[config.mk]
export PLATFORM = sky130hd
export DESIGN_NAME = cnn_image_sequencer_flat
export DESIGN_NICKNAME = d
export VERILOG_FILES = /design/src/rtl/cnn_seq_pkg.sv /design/src/rtl/cnn_image_sequencer_if.sv /design/src/rtl/cnn_pixel_streamer.sv /design/src/rtl/cnn_image_sequencer.sv /design/src/flat_wrapper.sv
export SDC_FILE = /design/constraint.sdc
export NUM_CORES = 1
export LEC_CHECK = 0
export CAP_MARGIN = 20
export CELL_PAD_IN_SITES_DETAIL_PLACEMENT = 0
export CELL_PAD_IN_SITES_GLOBAL_PLACEMENT = 2
export CORE_UTILIZATION = 33
export CTS_CLUSTER_DIAMETER = 200
export DETAILED_ROUTE_END_ITERATION = 8
export HOLD_SLACK_MARGIN = 0.03
export PLACE_DENSITY = 0.88
export SLEW_MARGIN = 30
export SYNTH_ARGS = -nofsm -noshare
export SYNTH_HDL_FRONTEND = slang
export SYNTH_SLANG_ARGS = --single-unit
[constraint.sdc]
create_clock -name clk -period 6.38 [get_ports clk]
set_clock_uncertainty 0.05 [all_clocks]
set_input_delay 1.276 -clock clk [delete_from_list [all_inputs] [get_ports clk]]
set_output_delay 1.276 -clock clk [all_outputs]
set_load 0.02 [all_outputs]
[src/rtl/cnn_seq_pkg.sv]
// Shared constants and state encoding for the CNN image sequencer.
package cnn_seq_pkg;

  localparam int IMG_PIXELS         = 784;   // 28x28 MNIST frame
  localparam int FLUSH_CYCLES_DEF   = 3;
  localparam int TIMEOUT_CYCLES_DEF = 8192;

  typedef enum logic [2:0] {
    ST_IDLE,
    ST_FLUSH,
    ST_STREAM,
    ST_DRAIN,
    ST_WAIT_DEC,
    ST_REPORT,
    ST_DONE
  } seq_state_e;

endpackage

[src/rtl/cnn_image_sequencer_if.sv]
// Bus between the sequencer, the image/label ROMs and the CNN datapath.
interface cnn_image_sequencer_if #(
  parameter int ADDR_BITS = 20,
  parameter int IMG_BITS  = 10
);
  logic                 mem_rd_en;
  logic [ADDR_BITS-1:0] mem_addr;
  logic [7:0]           mem_rdata;
  logic [IMG_BITS-1:0]  label_addr;
  logic [3:0]           label_in;
  logic                 pipe_rst_n;
  logic [7:0]           pix_out;
  logic                 pix_valid;
  logic [3:0]           decision_in;
  logic                 decision_valid;

  // sequencer side
  modport master (
    output mem_rd_en, mem_addr, label_addr, pipe_rst_n, pix_out, pix_valid,
    input  mem_rdata, label_in, decision_in, decision_valid
  );

  // memory / datapath side
  modport slave (
    input  mem_rd_en, mem_addr, label_addr, pipe_rst_n, pix_out, pix_valid,
    output mem_rdata, label_in, decision_in, decision_valid
  );
endinterface

[src/rtl/cnn_pixel_streamer.sv]
// Pixel address generation and the read-to-pixel pipeline. The memory
// returns data one cycle after rd_en; a second register stage feeds conv1,
// so pix_valid trails rd_en by exactly two cycles.
module cnn_pixel_streamer #(
  parameter int IMG_PIXELS   = 784,
  parameter int PIX_IDX_BITS = 10,
  parameter int ADDR_BITS    = 20
)(
  input  logic                 clk,
  input  logic                 rst_n,
  input  logic                 rd_en,
  input  logic                 idx_clr,
  input  logic                 base_clr,
  input  logic                 base_inc,
  input  logic [7:0]           mem_rdata,
  output logic [ADDR_BITS-1:0] mem_addr,
  output logic                 last_rd,
  output logic [7:0]           pix_out,
  output logic                 pix_valid,
  output logic                 stream_done
);

  logic [PIX_IDX_BITS-1:0] idx_q, idx_d;
  logic [ADDR_BITS-1:0]    base_q, base_d;
  logic [7:0]              pix_q, pix_d;
  logic [2:1]              vld_q, vld_d;
  logic [2:0]              vld_pipe;

  // stage 0 is the read strobe itself, stages 1..2 are registered
  assign vld_pipe = {vld_q, rd_en};

  // next-state for index, base accumulator, valid shift and pixel register
  always_comb begin
    idx_d = idx_q;
    if (idx_clr)    idx_d = '0;
    else if (rd_en) idx_d = idx_q + 1'b1;

    // base advances by one frame per image, avoiding a multiplier
    base_d = base_q;
    if (base_clr)      base_d = '0;
    else if (base_inc) base_d = base_q + ADDR_BITS'(IMG_PIXELS);

    vld_d = vld_pipe[1:0];
    pix_d = vld_pipe[1] ? mem_rdata : pix_q;
  end

  // streamer registers
  always_ff @(posedge clk) begin
    if (!rst_n) begin
      idx_q  <= '0;
      base_q <= '0;
      vld_q  <= '0;
      pix_q  <= '0;
    end else begin
      idx_q  <= idx_d;
      base_q <= base_d;
      vld_q  <= vld_d;
      pix_q  <= pix_d;
    end
  end

  assign mem_addr    = rd_en ? (base_q + ADDR_BITS'(idx_q)) : '0;
  assign last_rd     = rd_en && (idx_q == PIX_IDX_BITS'(IMG_PIXELS - 1));
  assign pix_out     = pix_q;
  assign pix_valid   = vld_q[2];
  // nothing left in flight behind the pixel currently on pix_out
  assign stream_done = ~vld_q[1];

endmodule

[src/rtl/cnn_image_sequencer.sv]
// Batch controller: flush, stream, wait for decision, score, repeat.
module cnn_image_sequencer #(
  parameter int IMG_PIXELS     = cnn_seq_pkg::IMG_PIXELS,
  parameter int PIX_IDX_BITS   = 10,
  parameter int IMG_BITS       = 10,
  parameter int ADDR_BITS      = 20,
  parameter int FLUSH_CYCLES   = cnn_seq_pkg::FLUSH_CYCLES_DEF,
  parameter int TIMEOUT_CYCLES = cnn_seq_pkg::TIMEOUT_CYCLES_DEF
)(
  input  logic                 clk,
  input  logic                 rst_n,
  input  logic                 start,
  input  logic [IMG_BITS-1:0]  num_img,
  cnn_image_sequencer_if.master bus,
  output logic                 busy,
  output logic                 result_valid,
  output logic                 result_match,
  output logic [IMG_BITS-1:0]  img_cnt,
  output logic [IMG_BITS-1:0]  hit_cnt,
  output logic                 timeout_err,
  output logic                 done
);
  import cnn_seq_pkg::*;

  localparam int FL_W  = $clog2(FLUSH_CYCLES + 1);
  localparam int TMO_W = $clog2(TIMEOUT_CYCLES + 1);

  seq_state_e          state_q, state_d;
  logic [FL_W-1:0]     fl_q, fl_d;
  logic [TMO_W-1:0]    tmo_q, tmo_d;
  logic [IMG_BITS-1:0] num_q, num_d;
  logic [IMG_BITS-1:0] idx_q, idx_d;
  logic [IMG_BITS-1:0] img_cnt_q, img_cnt_d;
  logic [IMG_BITS-1:0] hit_cnt_q, hit_cnt_d;
  logic [IMG_BITS-1:0] img_cnt_inc;
  logic                tmo_err_q, tmo_err_d;
  logic                match_q, match_d;
  logic                pipe_rst_n_q, pipe_rst_n_d;

  logic rd_en, idx_clr, base_clr, base_inc;
  logic last_rd, stream_done, tmo_hit, accept;

  assign accept      = (state_q == ST_IDLE) && start;
  assign tmo_hit     = (tmo_q == TMO_W'(TIMEOUT_CYCLES - 1));
  assign img_cnt_inc = img_cnt_q + 1'b1;

  cnn_pixel_streamer #(
    .IMG_PIXELS   (IMG_PIXELS),
    .PIX_IDX_BITS (PIX_IDX_BITS),
    .ADDR_BITS    (ADDR_BITS)
  ) u_streamer (
    .clk         (clk),
    .rst_n       (rst_n),
    .rd_en       (rd_en),
    .idx_clr     (idx_clr),
    .base_clr    (base_clr),
    .base_inc    (base_inc),
    .mem_rdata   (bus.mem_rdata),
    .mem_addr    (bus.mem_addr),
    .last_rd     (last_rd),
    .pix_out     (bus.pix_out),
    .pix_valid   (bus.pix_valid),
    .stream_done (stream_done)
  );

  // state and scoreboard registers
  always_ff @(posedge clk) begin
    if (!rst_n) begin
      state_q      <= ST_IDLE;
      fl_q         <= '0;
      tmo_q        <= '0;
      num_q        <= '0;
      idx_q        <= '0;
      img_cnt_q    <= '0;
      hit_cnt_q    <= '0;
      tmo_err_q    <= 1'b0;
      match_q      <= 1'b0;
      pipe_rst_n_q <= 1'b0;
    end else begin
      state_q      <= state_d;
      fl_q         <= fl_d;
      tmo_q        <= tmo_d;
      num_q        <= num_d;
      idx_q        <= idx_d;
      img_cnt_q    <= img_cnt_d;
      hit_cnt_q    <= hit_cnt_d;
      tmo_err_q    <= tmo_err_d;
      match_q      <= match_d;
      pipe_rst_n_q <= pipe_rst_n_d;
    end
  end

  // next-state logic
  always_comb begin
    state_d = state_q;
    case (state_q)
      ST_IDLE:     if (start) state_d = (num_img != '0) ? ST_FLUSH : ST_DONE;
      ST_FLUSH:    if (fl_q == FL_W'(FLUSH_CYCLES - 1)) state_d = ST_STREAM;
      ST_STREAM:   if (last_rd) state_d = ST_DRAIN;
      ST_DRAIN:    if (stream_done) state_d = ST_WAIT_DEC;
      ST_WAIT_DEC: if (bus.decision_valid || tmo_hit) state_d = ST_REPORT;
      ST_REPORT:   state_d = (img_cnt_inc == num_q) ? ST_DONE : ST_FLUSH;
      ST_DONE:     state_d = ST_IDLE;
      default:     state_d = ST_IDLE;
    endcase
  end

  // counters, decision capture and scoreboard updates
  always_comb begin
    fl_d      = (state_q == ST_FLUSH)    ? fl_q + 1'b1  : '0;
    tmo_d     = (state_q == ST_WAIT_DEC) ? tmo_q + 1'b1 : '0;
    num_d     = num_q;
    idx_d     = idx_q;
    img_cnt_d = img_cnt_q;
    hit_cnt_d = hit_cnt_q;
    tmo_err_d = tmo_err_q;
    match_d   = match_q;

    if (accept) begin
      num_d     = num_img;
      idx_d     = '0;
      img_cnt_d = '0;
      hit_cnt_d = '0;
      tmo_err_d = 1'b0;
    end

    // a decision arriving on the expiry cycle still counts as a result
    if (state_q == ST_WAIT_DEC) begin
      match_d = bus.decision_valid && (bus.decision_in == bus.label_in);
      if (!bus.decision_valid && tmo_hit) tmo_err_d = 1'b1;
    end

    if (state_q == ST_REPORT) begin
      img_cnt_d = img_cnt_inc;
      hit_cnt_d = hit_cnt_q + IMG_BITS'(match_q);
      idx_d     = idx_q + 1'b1;
    end

    // registered so the datapath sees reset while rst_n is low
    pipe_rst_n_d = (state_d != ST_FLUSH);
  end

  // outputs decoded from the current state
  always_comb begin
    rd_en        = (state_q == ST_STREAM);
    idx_clr      = (state_q == ST_FLUSH);
    base_clr     = accept;
    base_inc     = (state_q == ST_REPORT);
    busy         = (state_q != ST_IDLE);
    result_valid = (state_q == ST_REPORT);
    result_match = (state_q == ST_REPORT) && match_q;
    done         = (state_q == ST_DONE);
  end

  assign bus.mem_rd_en  = rd_en;
  assign bus.label_addr = idx_q;
  assign bus.pipe_rst_n = pipe_rst_n_q;
  assign img_cnt        = img_cnt_q;
  assign hit_cnt        = hit_cnt_q;
  assign timeout_err    = tmo_err_q;

endmodule

[src/flat_wrapper.sv]
// flat-port wrapper written by rule: the top's interface ports become plain ports
module cnn_image_sequencer_flat import cnn_seq_pkg::*;
#(
  parameter int IMG_PIXELS     = cnn_seq_pkg::IMG_PIXELS,
  parameter int PIX_IDX_BITS   = 10,
  parameter int IMG_BITS       = 10,
  parameter int ADDR_BITS      = 20,
  parameter int FLUSH_CYCLES   = cnn_seq_pkg::FLUSH_CYCLES_DEF,
  parameter int TIMEOUT_CYCLES = cnn_seq_pkg::TIMEOUT_CYCLES_DEF
)
  (clk, rst_n, start, num_img, busy, result_valid, result_match, img_cnt, hit_cnt, timeout_err, done, bus_mem_rd_en, bus_mem_addr, bus_label_addr, bus_pipe_rst_n, bus_pix_out, bus_pix_valid, bus_mem_rdata, bus_label_in, bus_decision_in, bus_decision_valid);
  cnn_image_sequencer_if #(.ADDR_BITS(ADDR_BITS), .IMG_BITS(IMG_BITS)) bus_i ();
  input  logic clk;
  input  logic rst_n;
  input  logic start;
  input  logic [IMG_BITS-1:0] num_img;
  output logic busy;
  output logic result_valid;
  output logic result_match;
  output logic [IMG_BITS-1:0] img_cnt;
  output logic [IMG_BITS-1:0] hit_cnt;
  output logic timeout_err;
  output logic done;
  output wire logic [$bits(bus_i.mem_rd_en)-1:0] bus_mem_rd_en;
  output wire logic [$bits(bus_i.mem_addr)-1:0] bus_mem_addr;
  output wire logic [$bits(bus_i.label_addr)-1:0] bus_label_addr;
  output wire logic [$bits(bus_i.pipe_rst_n)-1:0] bus_pipe_rst_n;
  output wire logic [$bits(bus_i.pix_out)-1:0] bus_pix_out;
  output wire logic [$bits(bus_i.pix_valid)-1:0] bus_pix_valid;
  input wire logic [$bits(bus_i.mem_rdata)-1:0] bus_mem_rdata;
  input wire logic [$bits(bus_i.label_in)-1:0] bus_label_in;
  input wire logic [$bits(bus_i.decision_in)-1:0] bus_decision_in;
  input wire logic [$bits(bus_i.decision_valid)-1:0] bus_decision_valid;
  assign bus_mem_rd_en = bus_i.mem_rd_en;
  assign bus_mem_addr = bus_i.mem_addr;
  assign bus_label_addr = bus_i.label_addr;
  assign bus_pipe_rst_n = bus_i.pipe_rst_n;
  assign bus_pix_out = bus_i.pix_out;
  assign bus_pix_valid = bus_i.pix_valid;
  assign bus_i.mem_rdata = bus_mem_rdata;
  assign bus_i.label_in = bus_label_in;
  assign bus_i.decision_in = bus_decision_in;
  assign bus_i.decision_valid = bus_decision_valid;
  cnn_image_sequencer #(.IMG_PIXELS(IMG_PIXELS), .PIX_IDX_BITS(PIX_IDX_BITS), .IMG_BITS(IMG_BITS), .ADDR_BITS(ADDR_BITS), .FLUSH_CYCLES(FLUSH_CYCLES), .TIMEOUT_CYCLES(TIMEOUT_CYCLES)) u_core (.clk(clk), .rst_n(rst_n), .start(start), .num_img(num_img), .bus(bus_i), .busy(busy), .result_valid(result_valid), .result_match(result_match), .img_cnt(img_cnt), .hit_cnt(hit_cnt), .timeout_err(timeout_err), .done(done));
endmodule
==> run_results.csv, run 1 <==
group,metric,value,unit
clock_network,postCtsSetupBuffers,0,
synth,yosysWarnings,0,
route,vias_per_cell,5.08,
placement,gp_congestion,0.799,
pwr,p_leak,2.37,nW
route,vias,4549,
synth,async_reset_ff_share,0,%
layout,drive_above_1_share,5.37,%
global_routing,grt_pass1_vias,4333,
layout,finalNonFillerCells,896,
run_status,status,"finished clean",
synth,syn-cell-area,0.00516,mm²
layout,n_antenna_cell,0,
route,ant_nets,0,
floorplanning,core_area,0.0152,mm²
setup_path,worstPathArrival,3.33,ns
setup_path,cp-start-kind,"register",
synth,yosysSeqAreaShare,38.0,%
timing,slew_violations,0,
route,drc_errors,0,
synth,synth_top_area_share,38.0,%
floorplanning,die_area,0.0161,mm²
timing,max_freq,215,MHz
global_routing,antenna_found_initial,0,
clock_network,cts-htree-levels,3,
pwr,vdd_drop_max,161,µV
job,cap_violations,0,
hold_path,worst_hold_path_type,"reg2reg",
placement,io_buffer_count,95,
synth,synth_nets,667,
synth,synthTopCellsByArea,"dfxtp_1 38%, nand2_1 5.2%, nor2_1 5.2%, xor2_1 4.8%, xnor2_1 4.1%",
floorplanning,row_count,45,
setup_path,worstSetupPathType,"reg2out",
setup_path,ff2ff_setup_slack,3.95,ns
timing,slew_headroom,50.1,%
synth,synth_cell_types,58,
layout,area_growth,27.3,%
layout,seqCellArea,0.00196,mm²
global_routing,grt_overflow_total,0,
synth,ys_ff_latch,98,
floorplanning,initial_utilization,33.9,%
setup_path,critPathMaxFanout,9,
clock_network,clock_path_buffers,2,
route,dr.first_iter.drc_count,173,
layout,nFillCells,1502,
route,top_layer_used,"met4",
route,route.met2.wl,5640,µm
synth,syn-instance-count,622,
setup_path,required,5.05,ns
clock_network,cts_buffers,9,
global_routing,grt_start_max_net_pins,61,
route,dr_wl_met3,621,µm
route,drt-total-wl,12300,µm
route,routedWlPerCell,13.7,µm
layout,final_nets,748,
layout,multiInputGateArea,0.00302,mm²
timing,fin_crit_sh,73.0,%
synth,synth-edff-count,0,
floorplanning,die-height,127,µm
timing,fin_setup_tns,0,ns
route,first_pass_iters,4,
floorplanning,io_pins,96,
clock_network,cts_hold_buffers,0,
clock_network,tritoncts,"yes",
pwr,cellPowerDensity,204,mW/mm²
timing,rsz0062_at_grt,"false",
clock_network,clk_pin_slew,0.07,ns
clock_network,insertion_delay,0.35,ns
timing,hold_viol,0,
route,drt-met1-wl,5820,µm
synth,yosysTopAreaCell,"dfxtp_1",
global_routing,grt_pass1_wl,20900,µm
synth,avgSynthCellArea,8.29,µm²
placement,place_inst,880,
synth,ys.flop_type,"dfxtp_1",
timing,min_period,4.66,ns
clock_network,cts_root_buf,"clkbuf_16",
floorplanning,dieWidth,127,µm
timing,setup_violations,0,
setup_path,endpoint_kind,"primary output",
global_routing,grt_use_total,16.1,%
timing,tightest_slew,0.744,ns
placement,dp_hpwl,8670,µm
clock_network,cts.sinks,98,
clock_network,cts_resized,0,
==> cell usage after synthesis (7+ instances only) <==
master and count:
a21boi_0 16, a21oi_1 35, and2_1 26, and3_1 12, clkbuf_1 17, dfxtp_1 98, ha_1 14, inv_1 8
mux2i_1 16, nand2_1 72, nand3_1 26, nand4_1 11, nor2_1 71, nor2b_1 16, nor3_1 14, nor4_1 7
o21ai_0 31, or3_1 14, xnor2_1 24, xor2_1 28
==> state kept, by name, indices dropped and copies added, names as in the netlist <==
signal and flops:
u_core.bus.label_addr 10, u_core.bus.pipe_rst_n 1, u_core.fl_q 2, u_core.hit_cnt 10, u_core.img_cnt 10, u_core.match_q 1, u_core.num_q 10, u_core.state_q 3
u_core.timeout_err 1, u_core.tmo_q 14, u_core.u_streamer.base_q 16, u_core.u_streamer.idx_q 10, u_core.u_streamer.pix_out 8, u_core.u_streamer.vld_q 2
==> where the power goes <==
part | internal, mW | leakage, nW | switching, mW
Combinational | 0.0366 | 1.41 | 0.0424
Sequential | 0.617 | 0.791 | 0.00552
Clock | 0.387 | 0.167 | 0.249
Total | 1.04 | 2.37 | 0.296
==> final cells by class <==
cell class / count / area share (%)
clock buffer: 9 / 3.43
multi-input combinational: 486 / 45.9
clock inverter: 7 / 1.89
timing repair buffer: 97 / 14.6
inverter: 11 / 0.629
sequential: 98 / 29.9
tap: 188 / 3.58
==> path summary, 6_finish.rpt <==
check | end | start | cells past startpoint
max | bus_mem_addr[12] | u_core.u_streamer.idx_q[4]$_SDFFE_PP0P_ | 9
min reg2reg | u_core.fl_q[0]$_SDFF_PN0_ | u_core.fl_q[0]$_SDFF_PN0_ | 1
min | u_core.fl_q[0]$_SDFF_PN0_ | u_core.fl_q[0]$_SDFF_PN0_ | 1
max reg2reg | u_core.bus.label_addr[2]$_SDFFE_PN0P_ | u_core.state_q[1]$_SDFF_PN0_ | 6
==> cell families after synthesis <==
| family | Yosys count | share of synthesized area [%] |
|---|---|---|
| XOR/XNOR | 52 | 8.83 |
| AND/OR/NAND/NOR | 291 | 28.8 |
| adder cells (fa/ha/maj) | 15 | 3.79 |
| AO/OA/AOI/OAI | 112 | 13.8 |
| multiplexers | 16 | 3.11 |
| flip-flops | 98 | 38.0 |
| buffers and inverters | 38 | 3.62 |
==> worst max-delay path, stage by stage, from the launching register on <==
cell and delay (ns):
dfxtp_1 0.37, ha_1 0.25, fa_1 0.41, a21o_1 0.20, a21oi_1 0.23, o21bai_1 0.09, a21oi_1 0.47, o21ai_0 0.18
a21oi_1 0.16, clkdlybuf4s50_1 0.62
==> layout by cell type, fill, tap and decap left out, types with 4 or more instances in the layout <==
cell | netlist | routed
a21boi_0 | 16 | 16
a21oi_1 | 35 | 35
and2_1 | 26 | 26
and3_1 | 12 | 12
clkbuf_16 | 0 | 9
clkdlybuf4s50_1 | 0 | 94
dfxtp_1 | 98 | 98
ha_1 | 14 | 14
inv_1 | 8 | 8
mux2i_1 | 16 | 16
nand2_1 | 72 | 71
nand3_1 | 26 | 26
nand4_1 | 11 | 11
nor2_1 | 71 | 71
nor2b_1 | 16 | 16
nor3_1 | 14 | 14
nor4_1 | 7 | 7
o211a_1 | 4 | 4
o21a_1 | 4 | 4
o21ai_0 | 31 | 31
or3_1 | 14 | 14
xnor2_1 | 24 | 24
xor2_1 | 28 | 28
==> through the flow <==
step / instance area, µm² / utilization (%) / power, mW / setup slack (ns) / hold slack, ns
detailed placement: 6210 / 40.8 / 0.717 / 2.07 / 0.354
CTS: 6560 / 43.1 / 1.36 / 1.68 / 0.364
finish: 6560 / 43.2 / 1.34 / 1.72 / 0.362
global placement: 6210 / 40.8 / 0.716 / 2.17 / 0.350
floorplan: 5160 / - / 0.681 / 2.77 / 0.342
global route: 6560 / 43.2 / 1.39 / 1.37 / 0.378
==> per-layer routing <==
metal / GRT usage (%) / vias to the layer above
met2: 26.6 / 97
met4: 6.79 / 0
met5: 0 / -
met3: 3.27 / 14
li1: - / 2320
met1: 20.5 / 2118
(Power assumes the default switching activity.)
==> run 2, diff against run 1 <==
Settings changed: CORE_UTILIZATION 33 to 31, PLACE_DENSITY 0.88 to 0.83.
Clock period 6.38 ns to 4.35 ns, I/O delays scaled along.
==> run 2 against run 1 <==
Against the previous run:
- die area rose by 6.3%
- utilization fell by 2.4 points
- clock power rose by 26%
- register-to-register slack got worse by 2.0 ns
- count of clock-buffer cells in the layout rose by 3
- largest power group is now registers
==> run_results.csv, run 2 (synthesis results as in run 1) <==
group,metric,value,unit
setup_path,cpMostUsedCell,"a21oi_1",
timing,finalWorstSetupSlack,0.306,ns
global_routing,grt_overflow_total,0,
floorplanning,die-height,131,µm
timing,slew_violations,0,
clock_network,cts_hold_buffers,0,
layout,top_regs,"u_core.u_streamer.base_q (16), u_core.tmo_q (14)",
layout,n_antenna_cell,0,
placement,gp_congestion,0.765,
global_routing,top_usage_layer,"met2",
setup_path,cp-start-kind,"register",
pwr,vdd_drop_max,176,µV
job,cap_violations,0,
layout,layout.cells.most_common,"dfxtp_1",
clock_network,cts_buffers,9,
pwr,p_leak,2.36,nW
timing,slew_headroom,35.0,%
layout,final_nets,750,
global_routing,grt_use_met3,3.30,%
route,drt-total-wl,13100,µm
clock_network,cts_root_buf,"clkbuf_16",
timing,fin_setup_tns,0,ns
timing,min_period,4.04,ns
setup_path,critPathSlowestCell,"clkdlybuf4s50_1",
timing,tightest_slew,0.967,ns
clock_network,tritoncts,"yes",
route,drc_errors,0,
floorplanning,die_area,0.0172,mm²
route,routedWlPerCell,14.2,µm
setup_path,worst-path-buf-inv,1,
floorplanning,core_area,0.0161,mm²
pwr,cellPowerDensity,280,mW/mm²
setup_path,required,3.43,ns
setup_path,endpoint_kind,"primary output",
timing,setup_violations,0,
placement,pre_cts_slack,0.472,ns
clock_network,cts_resized,0,
floorplanning,io_pins,96,
layout,largest_reg_flops,16,
route,vias_per_cell,4.86,
clock_network,insertion_delay,0.35,ns
route,vias,4497,
global_routing,grt_start_max_net_pins,35,
clock_network,cts-htree-levels,3,
layout,regMostFlops,"u_core.u_streamer.base_q",
run_status,status,"finished clean",
floorplanning,initial_utilization,32.1,%
timing,fin_crit_sh,93.0,%
route,first_pass_iters,4,
clock_network,cts.sinks,98,
global_routing,grt_util_met2,26.3,%
timing,max_freq,247,MHz
global_routing,grt_pass1_wl,21900,µm
clock_network,clock_path_buffers,2,
timing,hold_viol,0,
placement,dp_hpwl,9450,µm
timing,whs,0.370,ns
global_routing,antenna_found_initial,0,
clock_network,clk_pin_slew,0.06,ns
global_routing,grt_pass1_vias,4338,
layout,area_growth,27.0,%
floorplanning,row_count,46,
timing,rsz0062_at_grt,"false",
route,dr.first_iter.drc_count,193,
setup_path,worstPathArrival,3.12,ns
setup_path,path_cells,"ha_1, fa_1, a21o_1, a21oi_1, o21bai_1, a21oi_2, o21ai_0, a21oi_1, clkdlybuf4s50_1",
layout,drive_above_1_share,5.08,%
setup_path,critPathMaxFanout,9,
setup_path,path_delay_family,"compound AO/OA/AOI/OAI gates",
placement,io_buffer_count,95,
hold_path,worst_hold_path_type,"reg2reg",
clock_network,postCtsSetupBuffers,0,
route,ant_nets,0,
setup_path,slowest_delay,0.62,ns
global_routing,grt_use_total,16.5,%
global_routing,gr-usage-met1,21.0,%
setup_path,worstSetupPathType,"reg2out",
layout,layout_common_cells,"98 x dfxtp_1, 94 x clkdlybuf4s50_1, 72 x nand2_1",
floorplanning,dieWidth,131,µm
[run 2: changes by cell type in the layout (fill, tap and decap cells not counted), moves of 2 or more]
cell and change:
buf_4 +2, bufinv_16 -2, clkbuf_1 +2, inv_6 -2, clkinv_2 +2
[run 2: area by class of cell]
class                   count  area [µm²]
flip-flops and latches     98        1960
clock inverters             3        40.0
clock buffers              12         246
multi-input cells         486        3010
inverters                  11        41.3
repair buffers             99         976
well taps                 216         270
fillers                  1601        9510
[run 2: worst paths after layout]
check / from / end / slack, ns / cells past startpoint
min: u_core.fl_q[0]$_SDFF_PN0_ / u_core.fl_q[0]$_SDFF_PN0_ / 0.37 / 1
max reg2reg: u_core.state_q[2]$_SDFF_PN0_ / u_core.bus.pipe_rst_n$_SDFF_PN0_ / 1.99 / 7
min reg2reg: u_core.fl_q[0]$_SDFF_PN0_ / u_core.fl_q[0]$_SDFF_PN0_ / 0.37 / 1
max: u_core.u_streamer.idx_q[4]$_SDFFE_PP0P_ / bus_mem_addr[12] / 0.31 / 9
[run 2: layer usage]
| metal | vias up | part of all wire (%) |
|---|---|---|
| li1 | 2315 | - |
| met1 | 2077 | 48 |
| met2 | 86 | 46 |
| met3 | 19 | 4.0 |
| met4 | 0 | 2.5 |
| met5 | - | 0 |
[run 2: through the flow]
step | power, mW | instance area, µm² | std cells | utilization [%]
2_1_floorplan | 1.00 | 5160 | 622 | -
3_3_place_gp | 1.05 | 6260 | 910 | 39.0
3_5_place_dp | 1.05 | 6260 | 910 | 39.0
4_1_cts | 1.86 | 6540 | 925 | 40.8
5_1_grt | 1.90 | 6550 | 925 | 40.8
6_report | 1.83 | 6550 | 925 | 40.8
[run 2: where the power goes]
part	switching, mW	internal, mW
clock	0.343	0.457
sequential	0.00907	0.906
combinational	0.0639	0.0544
total	0.416	1.42
